## src/rtl/hap_pkg.sv

```systemverilog
// Shared constants for the HAP compare sequencer: opcodes, FSM encoding, default widths.
package hap_pkg;

  localparam int unsigned DEF_DW = 3;
  localparam int unsigned DEF_AW = 3;
  localparam int unsigned OPW    = 5;

  localparam logic [OPW-1:0] OP_LT  = 5'b01011;
  localparam logic [OPW-1:0] OP_GT  = 5'b01100;
  localparam logic [OPW-1:0] OP_EQ  = 5'b01101;
  localparam logic [OPW-1:0] OP_GTE = 5'b01110;
  localparam logic [OPW-1:0] OP_LTE = 5'b01111;
  localparam logic [OPW-1:0] OP_NE  = 5'b10000;

  localparam logic [1:0] ST_IDLE  = 2'd0;
  localparam logic [1:0] ST_READ  = 2'd1;
  localparam logic [1:0] ST_EXEC  = 2'd2;
  localparam logic [1:0] ST_WRITE = 2'd3;

endpackage

```

## src/rtl/cmp_core.sv

```systemverilog
// Combinational unsigned compare evaluation; flags any opcode outside the compare group.
module cmp_core
  import hap_pkg::*;
#(
  parameter int unsigned DW = DEF_DW
) (
  input  logic [OPW-1:0] opcode,
  input  logic [DW-1:0]  a,
  input  logic [DW-1:0]  b,
  output logic           result,
  output logic           legal
);

  always_comb begin
    result = 1'b0;
    legal  = 1'b1;
    case (opcode)
      OP_LT:   result = (a <  b);
      OP_GT:   result = (a >  b);
      OP_EQ:   result = (a == b);
      OP_GTE:  result = (a >= b);
      OP_LTE:  result = (a <= b);
      OP_NE:   result = (a != b);
      default: legal  = 1'b0;
    endcase
  end

endmodule

```

## src/rtl/cmp_sequencer.sv

```systemverilog
// Four-state controller (IDLE/READ/EXEC/WRITE) executing one compare per handshake.
// Optional CMP_FLAG_EN adds a sticky cmp_flag output holding the last legal result.
module cmp_sequencer
  import hap_pkg::*;
#(
  parameter int unsigned DW = DEF_DW,
  parameter int unsigned AW = DEF_AW
) (
  input  logic           clk,
  input  logic           rst,
  input  logic           ins_valid,
  output logic           ins_ready,
  input  logic [OPW-1:0] ins_opcode,
  input  logic [AW-1:0]  ins_rd,
  input  logic [AW-1:0]  ins_rs1,
  input  logic [AW-1:0]  ins_rs2,
  output logic [AW-1:0]  rf_raddr1,
  output logic [AW-1:0]  rf_raddr2,
  input  logic [DW-1:0]  rf_rdata1,
  input  logic [DW-1:0]  rf_rdata2,
  output logic           rf_we,
  output logic [AW-1:0]  rf_waddr,
  output logic [DW-1:0]  rf_wdata,
  output logic           done,
  output logic           err
`ifdef CMP_FLAG_EN
  ,
  output logic           cmp_flag
`endif
);

  logic [1:0]     state_q,  state_d;
  logic           ready_q,  ready_d;
  logic [OPW-1:0] op_q,     op_d;
  logic [AW-1:0]  rd_q,     rd_d;
  logic [AW-1:0]  raddr1_q, raddr1_d;
  logic [AW-1:0]  raddr2_q, raddr2_d;
  logic [DW-1:0]  opa_q,    opa_d;
  logic [DW-1:0]  opb_q,    opb_d;
  logic           we_q,     we_d;
  logic [AW-1:0]  waddr_q,  waddr_d;
  logic [DW-1:0]  wdata_q,  wdata_d;
  logic           done_q,   done_d;
  logic           err_q,    err_d;
`ifdef CMP_FLAG_EN
  logic           flag_q,   flag_d;
`endif

  logic core_result_c;
  logic core_legal_c;

  cmp_core #(.DW(DW)) u_core (
    .opcode (op_q),
    .a      (opa_q),
    .b      (opb_q),
    .result (core_result_c),
    .legal  (core_legal_c)
  );

  // State and datapath registers
  always_ff @(posedge clk or posedge rst) begin
    if (rst) begin
      state_q  <= ST_IDLE;
      ready_q  <= 1'b1;
      op_q     <= '0;
      rd_q     <= '0;
      raddr1_q <= '0;
      raddr2_q <= '0;
      opa_q    <= '0;
      opb_q    <= '0;
      we_q     <= 1'b0;
      waddr_q  <= '0;
      wdata_q  <= '0;
      done_q   <= 1'b0;
      err_q    <= 1'b0;
`ifdef CMP_FLAG_EN
      flag_q   <= 1'b0;
`endif
    end else begin
      state_q  <= state_d;
      ready_q  <= ready_d;
      op_q     <= op_d;
      rd_q     <= rd_d;
      raddr1_q <= raddr1_d;
      raddr2_q <= raddr2_d;
      opa_q    <= opa_d;
      opb_q    <= opb_d;
      we_q     <= we_d;
      waddr_q  <= waddr_d;
      wdata_q  <= wdata_d;
      done_q   <= done_d;
      err_q    <= err_d;
`ifdef CMP_FLAG_EN
      flag_q   <= flag_d;
`endif
    end
  end

  // Next state; write-back outputs are loaded on the EXEC->WRITE edge so they are registered in WRITE
  always_comb begin
    state_d  = state_q;
    ready_d  = ready_q;
    op_d     = op_q;
    rd_d     = rd_q;
    raddr1_d = raddr1_q;
    raddr2_d = raddr2_q;
    opa_d    = opa_q;
    opb_d    = opb_q;
    we_d     = 1'b0;
    waddr_d  = waddr_q;
    wdata_d  = wdata_q;
    done_d   = 1'b0;
    err_d    = 1'b0;
`ifdef CMP_FLAG_EN
    flag_d   = flag_q;
`endif
    case (state_q)
      ST_IDLE: begin
        if (ins_valid && ready_q) begin
          op_d     = ins_opcode;
          rd_d     = ins_rd;
          raddr1_d = ins_rs1;
          raddr2_d = ins_rs2;
          ready_d  = 1'b0;
          state_d  = ST_READ;
        end
      end
      ST_READ: begin
        opa_d   = rf_rdata1;
        opb_d   = rf_rdata2;
        state_d = ST_EXEC;
      end
      ST_EXEC: begin
        done_d  = 1'b1;
        err_d   = ~core_legal_c;
        we_d    = core_legal_c;
        if (core_legal_c) begin
          waddr_d = rd_q;
          wdata_d = {{(DW-1){1'b0}}, core_result_c};
`ifdef CMP_FLAG_EN
          flag_d  = core_result_c;
`endif
        end
        state_d = ST_WRITE;
      end
      ST_WRITE: begin
        ready_d = 1'b1;
        state_d = ST_IDLE;
      end
      default: begin
        ready_d = 1'b1;
        state_d = ST_IDLE;
      end
    endcase
  end

  assign ins_ready = ready_q;
  assign rf_raddr1 = raddr1_q;
  assign rf_raddr2 = raddr2_q;
  assign rf_we     = we_q;
  assign rf_waddr  = waddr_q;
  assign rf_wdata  = wdata_q;
  assign done      = done_q;
  assign err       = err_q;
`ifdef CMP_FLAG_EN
  assign cmp_flag  = flag_q;
`endif

endmodule

```

## config.mk

```make
export PLATFORM = sky130hd
export DESIGN_NAME = cmp_sequencer
export DESIGN_NICKNAME = d
export VERILOG_FILES = /design/src/rtl/hap_pkg.sv /design/src/rtl/cmp_core.sv /design/src/rtl/cmp_sequencer.sv
export SDC_FILE = /design/constraint.sdc
export NUM_CORES = 1
export LEC_CHECK = 0
export CAP_MARGIN = 20
export CORE_ASPECT_RATIO = 1.5
export CORE_MARGIN = 5
export CORE_UTILIZATION = 33
export DETAILED_ROUTE_END_ITERATION = 16
export PLACE_DENSITY_LB_ADDON = 0.3
export SYNTH_ARGS = -nofsm -noshare
export SYNTH_HDL_FRONTEND = slang
export SYNTH_SLANG_ARGS = --single-unit
```

## constraint.sdc

```tcl
create_clock -name clk -period 2.8 [get_ports clk]
set_clock_uncertainty 0.1 [all_clocks]
set_input_delay 0.56 -clock clk [delete_from_list [all_inputs] [get_ports clk]]
set_output_delay 0.56 -clock clk [all_outputs]
set_load 0.05 [all_outputs]
```

==> metrics.md, run 1 <==
| Metric | Value |
|---|---|
| Post-synth design cell area | `1368 sq um` |
| Final setup fails | `0` |
| # port buffers | `36` |
| DR vias/cell | `4.754` |
| Clock buffer depth | `2` |
| CTS tree | `yes` |
| Num CTS Buffers | `5` |
| R2R depth | `4` |
| Maxcap violations | `0` |
| Uppermost layer routed | `met4` |
| Gpl congestion | `0.7218` |
| First-pass GRT wire length | `4.761 mm` |
| Avg Inst Size Synth | `12.66 sq um` |
| Worst-path cell with the longest stage delay | `clkdlybuf4s50_1` |
| DRC | `0` |
| DR WL met3 | `210 um` |
| Global route overflow | `0` |
| Root Buffer | `clkbuf_8` |
| Vias | `927` |
| Worst setup EP type | `output pin` |
| Clk slew on worst S/H paths | `0.06 ns` |
| Final Hold Vio Count | `0` |
| WL/cell | `13.99 um` |
| Critical Path End | `ins_ready` |
| Synth area leader | `dfrtp_1` |
| Initial Utilization | `34.24%` |
| Antenna violations before repair | `0` |
| Met2 wire length | `1.367 mm` |
| Status | `completed` |
| HP Class | `reg2reg` |
| DP Wirelength | `2.109 mm` |
| Power Density | `1234 nW/um^2` |
| DRT Wirelength | `2.728 mm` |
| Synth top cells by count | `dfrtp_1, mux2_2, inv_1` |
| Placement Rows | `28` |
| Sequential fraction of the synthesis area | `54.99%` |
| Design area | `1862 sq um` |
| Nets | `179` |
| Crit start category | `flip-flop` |
| Drt initial violations | `25` |
| CP max stage delay | `0.81 ns` |
| Post CTS Setup Buffer Count | `0` |
| Cell count after synthesis | `108` |
| Die width | `62.56 um` |
| Critical path origin | `ins_ready$_DFFE_PP1P_` |
| CP top delay family | `buffers and inverters` |
| Yosys Warn Count | `0` |
| Post-CTS Hold Buffers | `0` |
| DRT antenna net count | `0` |
| GRT Util Overall | `10.97%` |
| FF+latch count, synth | `30` |
| Layout cell share with drive strength beyond 1 | `23.33%` |
| Yosys cell types | `29` |
| Layout area overhead | `36.14%` |
| Worst R2R End | `rd_q[1]$_DFFE_PP0P_` |
| First-pass iteration count of the detailed router | `3` |
| Max-slew headroom | `53.82%` |
| Pin count of the biggest net entering global routing | `22` |
| Synth top area cells | `dfrtp_1, mux2_2, ha_1, mux2_4, inv_1` |
| CP arrival | `1.64 ns` |
| Hold Worst Slack | `0.4025 ns` |
| Worst Path Class, Setup | `reg2out` |
| Pins Over Slew Limit | `0` |
| R2R setup slack | `0.83 ns` |
| Finished Core Util | `46.62%` |
| Hold_sp | `rf_raddr2[1]$_DFFE_PP0P_` |
| CORE AREA | `3994 sq um` |
| Clock Latency Late Sink | `0.28 ns` |
| Worst-Margin Slew | `0.6907 ns` |
| Final worst-path cycle share | `82.20%` |
| Die Height | `88.84 um` |
| Top-area cell type share of the netlist area | `53.06%` |
| Post-synth ARST share | `100.0%` |
| Final TNS setup | `0 ns` |
| Crit-path cells | `clkdlybuf4s50_1` |
| Min Tclk post-route | `2.302 ns` |
| RSZ-0062 raised after global routing | `no` |
| Crit path buffers/inverters | `1` |
| Synth Flop Type | `dfrtp_1` |
| Worst Path Max Fanout | `5` |
| H-tree Lvls | `2` |
| Vias in the first global route | `1060` |
| Met1 wire length | `1.093 mm` |
| # IOs | `39` |
| Logic depth of the worst path, buffers included | `1` |
| Ant diodes | `0` |
| Leakage power | `0.8182 nW` |
| Post-cts resize count | `0` |
| Post-synth EDFFs | `0` |
| Die Footprint | `5558 sq um` |
| Most numerous cell in the Yosys netlist | `dfrtp_1` |
| DP Area | `1772 sq um` |
| R2R Path Start | `state_q[1]$_DFFE_PP0P_` |
| Max frequency | `434.5 MHz` |
| CTS sink cnt | `30` |
| Crit path required time | `2.14 ns` |
| VDD IR max | `663.5 uV` |
## power by group
group / switching [mW] / leakage (nW) / total, mW / internal (mW)
clock network: 0.162 / 0.0441 / 0.336 / 0.174
logic: 0.672 / 0.410 / 1.17 / 0.502
registers: 0.136 / 0.365 / 0.787 / 0.652
total: 0.970 / 0.818 / 2.30 / 1.33
## worst register-to-register path, stage by stage (launching register included)
cell,delay (ns)
dfrtp_1,0.40
inv_1,0.11
ha_1,0.25
nand3_1,0.52
mux2_2,0.48
## how the worst min path moves through the flow
| stage | to | depth (start not counted) |
|---|---|---|
| floorplan | rf_waddr[0]$_DFFE_PP0P_ | 1 |
| global placement | rf_waddr[1]$_DFFE_PP0P_ | 1 |
| detailed placement | rf_waddr[0]$_DFFE_PP0P_ | 1 |
| CTS | rf_waddr[0]$_DFFE_PP0P_ | 1 |
| global route | rf_waddr[0]$_DFFE_PP0P_ | 1 |
| finish | rf_raddr2[1]$_DFFE_PP0P_ | 1 |
## routing by layer
metal	up-vias	track usage [%]
li1	454	-
met1	435	11.17
met2	32	19.15
met3	6	4.574
met4	0	5.792
met5	-	0
## layout make-up
type	instances	area, sq um
fillers	381	2132
flip-flops and latches	30	752.0
multi-input cells	67	565.5
repair buffers	37	367.9
clock buffers	5	68.82
well taps	45	56.30
inverters	8	30.03
clock inverters	3	21.27
## flip-flops by register name, summed over array words and instances (netlist names)
| register | count |
|---|---|
| op_q | 5 |
| opa_q | 3 |
| opb_q | 3 |
| rd_q | 3 |
| rf_raddr1 | 3 |
| rf_raddr2 | 3 |
| rf_waddr | 3 |
| state_q | 2 |
| done | 1 |
| err | 1 |
| ins_ready | 1 |
| rf_wdata | 1 |
| rf_we | 1 |
## cells in the final DEF (no fill, tap or decap)
master / netlist / routed
clkdlybuf4s50_1: 0 / 36
conb_1: 1 / 2
clkinv_2: 0 / 1
ha_1: 7 / 7
nand4_1: 1 / 1
o21ai_0: 5 / 5
o21ai_1: 1 / 1
nor2_1: 4 / 4
nand2_1: 7 / 7
and3_2: 1 / 1
buf_4: 2 / 1
a211oi_2: 1 / 1
and2b_4: 1 / 1
inv_1: 8 / 8
mux2_2: 17 / 17
clkinv_4: 0 / 1
a21o_1: 1 / 1
clkinvlp_4: 0 / 1
nand3b_1: 1 / 1
a31oi_1: 1 / 1
dfstp_2: 1 / 1
dfrtp_1: 29 / 29
a211oi_1: 1 / 1
a21oi_1: 3 / 3
mux2_4: 3 / 3
and4_1: 1 / 1
nor3b_1: 3 / 3
or3b_1: 1 / 1
nand3_1: 3 / 3
a41oi_2: 1 / 1
clkbuf_8: 0 / 5
a32o_2: 1 / 1
## through the flow
step,setup WS [ns],std cells,power (mW)
2_1_floorplan,1.172,109,1.624
3_3_place_gp,0.5708,187,1.938
3_5_place_dp,0.4905,187,1.981
4_1_cts,0.4807,195,2.336
5_1_grt,0.4675,195,2.479
6_report,0.4984,195,2.297
## cell families (layout without fill, tap and decap cells)
family | after synthesis | in the layout | share of synthesized area (%)
compound gates | 15 | 15 | 7.777
simple gates | 23 | 23 | 9.333
flops | 30 | 30 | 54.99
buf+inv | 12 | 53 | 3.933
other cells | 1 | 2 | 0.2742
fa+ha+maj | 7 | 7 | 6.404
mux | 20 | 20 | 17.29
Note: power is estimated with default switching activity, not from simulation.
==> run 2: changes to the inputs <==
==> constraint.sdc (replaced) <==
create_clock -name clk -period 1.85 [get_ports clk]
set_clock_uncertainty 0.1 [all_clocks]
set_input_delay 0.37 -clock clk [delete_from_list [all_inputs] [get_ports clk]]
set_output_delay 0.37 -clock clk [all_outputs]
set_load 0.05 [all_outputs]
==> metrics.md, run 2 (synthesis results as in run 1) <==
| Metric | Value |
|---|---|
| Status | `completed` |
| Highest-count cells in the layout ignoring fill and taps | `dfrtp_1, clkdlybuf4s50_1, mux2_2` |
| Crit start category | `flip-flop` |
| Antenna violations before repair | `0` |
| Placement Rows | `28` |
| Die Height | `88.84 um` |
| Critical Path End | `rf_waddr[0]$_DFFE_PP0P_` |
| Crit-path cells | `inv_1, ha_1, nor3b_1, a32o_2, mux2_4` |
| DRC | `0` |
| Vias | `956` |
| DP Wirelength | `2.139 mm` |
| CP max stage delay | `0.39 ns` |
| Placement Setup Slack | `0.09444 ns` |
| Worst-path cell with the longest stage delay | `dfrtp_1` |
| GRT Util Overall | `10.75%` |
| Num CTS Buffers | `5` |
| Worst Path Class, Setup | `reg2reg` |
| # IOs | `39` |
| DR vias/cell | `4.853` |
| Final Hold Vio Count | `0` |
| Finished Core Util | `47.09%` |
| Worst setup EP type | `flip-flop` |
| CP arrival | `1.81 ns` |
| H-tree Lvls | `2` |
| Initial Utilization | `34.24%` |
| Post-Layout Cell Count | `197` |
| Worst R2R End | `rf_waddr[0]$_DFFE_PP0P_` |
| Final TNS setup | `0 ns` |
| Clock buffer depth | `2` |
| VDD IR max | `982.5 uV` |
| Worst Path Max Fanout | `5` |
| Post CTS Setup Buffer Count | `0` |
| CTS tree | `yes` |
| Clock Latency Late Sink | `0.28 ns` |
| Most common cell after layout, fill and taps aside | `dfrtp_1` |
| RSZ-0062 raised after global routing | `no` |
| Layout cell share with drive strength beyond 1 | `32.89%` |
| Critical path origin | `state_q[0]$_DFFE_PP0P_` |
| First-pass GRT wire length | `4.692 mm` |
| Pin count of the biggest net entering global routing | `22` |
| Final Power | `3.501 mW` |
| HP Class | `in2async` |
| Die width | `62.56 um` |
| Nets | `181` |
| DRT Wirelength | `2.699 mm` |
| CTS sink cnt | `30` |
| R2R Path Start | `state_q[0]$_DFFE_PP0P_` |
| Maxcap violations | `0` |
| Crit path required time | `1.91 ns` |
| R2R setup slack | `0.11 ns` |
| Leakage power | `0.8644 nW` |
| Vias in the first global route | `1024` |
| Layout area overhead | `37.51%` |
| CORE AREA | `3994 sq um` |
| Global route overflow | `0` |
| Power Density | `1862 nW/um^2` |
| # port buffers | `36` |
| Final setup fails | `0` |
| Ant diodes | `0` |
| Post-cts resize count | `0` |
| Gpl congestion | `0.7510` |
| Reg with most FFs | `op_q` |
| Drt initial violations | `9` |
| Inst Count DP | `188` |
| Final worst-path cycle share | `94.32%` |
| Die Footprint | `5558 sq um` |
| DP Area | `1782 sq um` |
| Post-CTS Hold Buffers | `0` |
| Clk slew on worst S/H paths | `0.06 ns` |
| Pins Over Slew Limit | `0` |
| Post-route setup slack | `0.1052 ns` |
| R2R depth | `5` |
| WL/cell | `13.70 um` |
| Design area | `1881 sq um` |
| First-pass iteration count of the detailed router | `2` |
| Max reg flops | `5` |
| Hold Worst Slack | `0.2957 ns` |
| DRT antenna net count | `0` |
| Root Buffer | `clkbuf_8` |
| Min Tclk post-route | `1.745 ns` |
| Max frequency | `573.1 MHz` |
[run 2: changes by cell type in the layout (fill, tap and decap cells not counted)]
cell	previous run	this run
buf_4	1	14
clkinv_4	1	0
clkinvlp_4	1	0
clkbuf_1	0	1
clkbuf_8	5	6
buf_12	0	3
clkdlybuf4s50_1	36	22
[run 2: worst min path at each step]
stage | endpoint | slack (ns) | depth (start not counted)
after floorplan | done$_DFF_PP0_ | 0.36 | 1
after global placement | rf_waddr[0]$_DFFE_PP0P_ | 0.39 | 1
after detailed placement | rf_raddr1[0]$_DFFE_PP0P_ | 0.40 | 1
after CTS | rf_raddr2[1]$_DFFE_PP0P_ | 0.30 | 2
after global routing | rf_raddr2[1]$_DFFE_PP0P_ | 0.31 | 2
final | rf_raddr1[1]$_DFFE_PP0P_ | 0.30 | 2
[run 2: layout make-up]
cell class,instances,area [sq um]
well taps,45,56.30
repair buffers,39,385.4
fillers,381,2113
clock inverters,1,5.005
clock buffers,7,86.33
multi-input cells,67,565.5
inverters,8,30.03
flip-flops and latches,30,752.0
[run 2: where the power goes]
part / switching (mW) / internal, mW
combinational: 1.01 / 0.752
clock: 0.236 / 0.300
sequential: 0.218 / 0.987
total: 1.46 / 2.04
[run 2: critical path: cells and delay by family (launching register included)]
kind / cells / cell delay (ns)
flops: 1 / 0.39
mux: 1 / 0.31
fa+ha+maj: 1 / 0.25
compound gates: 1 / 0.25
simple gates: 1 / 0.23
buf+inv: 1 / 0.11
[run 2: per-layer routing]
layer / share of wire [%] / up-vias / track usage, %
li1: - / 460 / -
met1: 41 / 458 / 11.50
met2: 49 / 33 / 18.40
met3: 8.0 / 5 / 4.956
met4: 1.5 / 0 / 4.440
met5: 0 / - / 0
==> run 3: changes to the inputs <==
==> constraint.sdc (replaced) <==
create_clock -name clk -period 1.77 [get_ports clk]
set_clock_uncertainty 0.1 [all_clocks]
set_input_delay 0.354 -clock clk [delete_from_list [all_inputs] [get_ports clk]]
set_output_delay 0.354 -clock clk [all_outputs]
set_load 0.05 [all_outputs]
==> metrics.md, run 3 (synthesis results as in run 1) <==
| Metric | Value |
|---|---|
| Status | `completed` |
| Clock share of power | `15.4%` |
| Worst-path cell with the longest stage delay | `dfrtp_1` |
| CTS tree | `yes` |
| Die width | `62.56 um` |
| Post CTS Setup Buffer Count | `0` |
| Gpl congestion | `0.7212` |
| R2R setup slack | `0.10 ns` |
| WL/cell | `13.94 um` |
| DP Area | `1804 sq um` |
| Cell Int Power | `2.160 mW` |
| # port buffers | `36` |
| Crit-path cells | `inv_1, ha_1, nor3b_1, a32o_2, mux2_4` |
| Worst Path Class, Setup | `reg2reg` |
| VDD IR max | `1083 uV` |
| Ant diodes | `0` |
| CTS sink cnt | `30` |
| Sequential Power Share | `33.5%` |
| First-pass GRT wire length | `4.602 mm` |
| Reg with most FFs | `op_q` |
| Power Density | `1960 nW/um^2` |
| DP Wirelength | `2.136 mm` |
| GRT Util Overall | `10.70%` |
| NetSw | `1.562 mW` |
| Crit path buffers/inverters | `1` |
| Initial Utilization | `34.24%` |
| Num CTS Buffers | `5` |
| Highest-count cells in the layout ignoring fill and taps | `dfrtp_1, clkdlybuf4s50_1, mux2_2` |
| DRT antenna net count | `0` |
| Hold Worst Slack | `0.2654 ns` |
| Net Sw Frac | `41.97%` |
| Pins Over Slew Limit | `0` |
| Post-Layout Cell Count | `199` |
| Most common cell after layout, fill and taps aside | `dfrtp_1` |
| Final worst-path cycle share | `94.14%` |
| Final setup fails | `0` |
| Global route overflow | `0` |
| Final Hold Vio Count | `0` |
| Layout area overhead | `38.88%` |
| Min Tclk post-route | `1.666 ns` |
| # IOs | `39` |
| Die Footprint | `5558 sq um` |
| Worst setup EP type | `flip-flop` |
| Root Buffer | `clkbuf_8` |
| CORE AREA | `3994 sq um` |
| H-tree Lvls | `2` |
| Placement Rows | `28` |
| Vias in the first global route | `1065` |
| Crit start category | `flip-flop` |
| Design area | `1899 sq um` |
| Nets | `183` |
| CP max stage delay | `0.38 ns` |
| Layout cell share with drive strength beyond 1 | `34.42%` |
| HP Class | `in2async` |
| Maxcap violations | `0` |
| RSZ-0062 raised after global routing | `no` |
| Vias | `959` |
| Max reg flops | `5` |
| Part of the power in combinational logic | `51.0%` |
| Antenna violations before repair | `0` |
| Max frequency | `600.1 MHz` |
| Leakage power | `0.8734 nW` |
| Die Height | `88.84 um` |
| Pin count of the biggest net entering global routing | `22` |
| Post-cts resize count | `0` |
| DRC | `0` |
| R2R depth | `5` |
| Worst R2R End | `rf_waddr[2]$_DFFE_PP0P_` |
| Crit path required time | `1.84 ns` |
| R2R Path Start | `state_q[0]$_DFFE_PP0P_` |
| Worst Path Max Fanout | `5` |
| Post-CTS Hold Buffers | `0` |
| DRT Wirelength | `2.774 mm` |
| First-pass iteration count of the detailed router | `4` |
| Final TNS setup | `0 ns` |
| Clk slew on worst S/H paths | `0.06 ns` |
| Drt initial violations | `15` |
| CP top delay family | `flip-flops` |
| Clock Latency Late Sink | `0.29 ns` |
| CP arrival | `1.73 ns` |
| DR vias/cell | `4.819` |
| Inst Count DP | `191` |
| Clock buffer depth | `2` |
run 3: cell types whose count changed in the layout (fill, tap and decap cells not counted), sizes merged:
cell and change:
buf +2, clkbuf -1, clkinvlp +1
run 3: worst max-delay path by stage:
stage	slack (ns)	start	end	depth (start not counted)
3_5_place_dp	0.08	state_q[0]$_DFFE_PP0P_	rf_waddr[2]$_DFFE_PP0P_	5
6_report	0.10	state_q[0]$_DFFE_PP0P_	rf_waddr[2]$_DFFE_PP0P_	5
2_1_floorplan	0.14	ins_ready$_DFFE_PP1P_	op_q[0]$_DFFE_PP0P_	3
5_1_grt	0.01	opa_q[2]$_DFFE_PP0N_	rf_wdata[0]$_DFFE_PP0P_	5
3_3_place_gp	0.12	ins_valid	rf_raddr2[0]$_DFFE_PP0P_	4
4_1_cts	0.08	state_q[0]$_DFFE_PP0P_	rf_waddr[2]$_DFFE_PP0P_	5
run 3: per-layer routing:
layer,track usage [%],up-vias,part of all wire (%)
met5,0,-,0
met4,6.371,0,2.3
met3,3.812,7,6.3
met2,19.06,34,51
met1,10.70,457,40
li1,-,461,-
run 3: worst register-to-register path: cells and delay by family (launching register included):
kind                       cells  cell delay [ns]
adders and majority gates      1             0.20
AOI/OAI and AO/OA              1             0.27
and+or+nand+nor                1             0.20
buffers and inverters          1             0.10
muxes                          1             0.32
DFF                            1             0.38
run 3: final cells by class:
type,count,area [sq um]
sequential,30,752.0
clock buffer,6,82.58
fill,403,2095
clock inverter,2,12.51
inverter,8,30.03
multi-input combinational,67,565.5
timing repair buffer,41,400.4
tap,45,56.30
run 3: per-stage QoR:
stage,setup slack [ns],power (mW),utilization (%)
detailed placement,0.08452,3.178,45.18
global route,0.009554,3.962,47.56
finish,0.1037,3.722,47.56
CTS,0.08264,3.780,47.56
floorplan,0.1416,2.569,-
global placement,0.1244,3.107,45.18
run 3: power by group through the flow:
stage | combinational, mW | clock [mW] | sequential [mW]
after floorplan | 0.841 | 0 | 1.73
after global placement | 1.87 | 0 | 1.24
after detailed placement | 1.92 | 0 | 1.26
after CTS | 1.94 | 0.594 | 1.25
after global routing | 2.05 | 0.618 | 1.29
final | 1.90 | 0.574 | 1.25
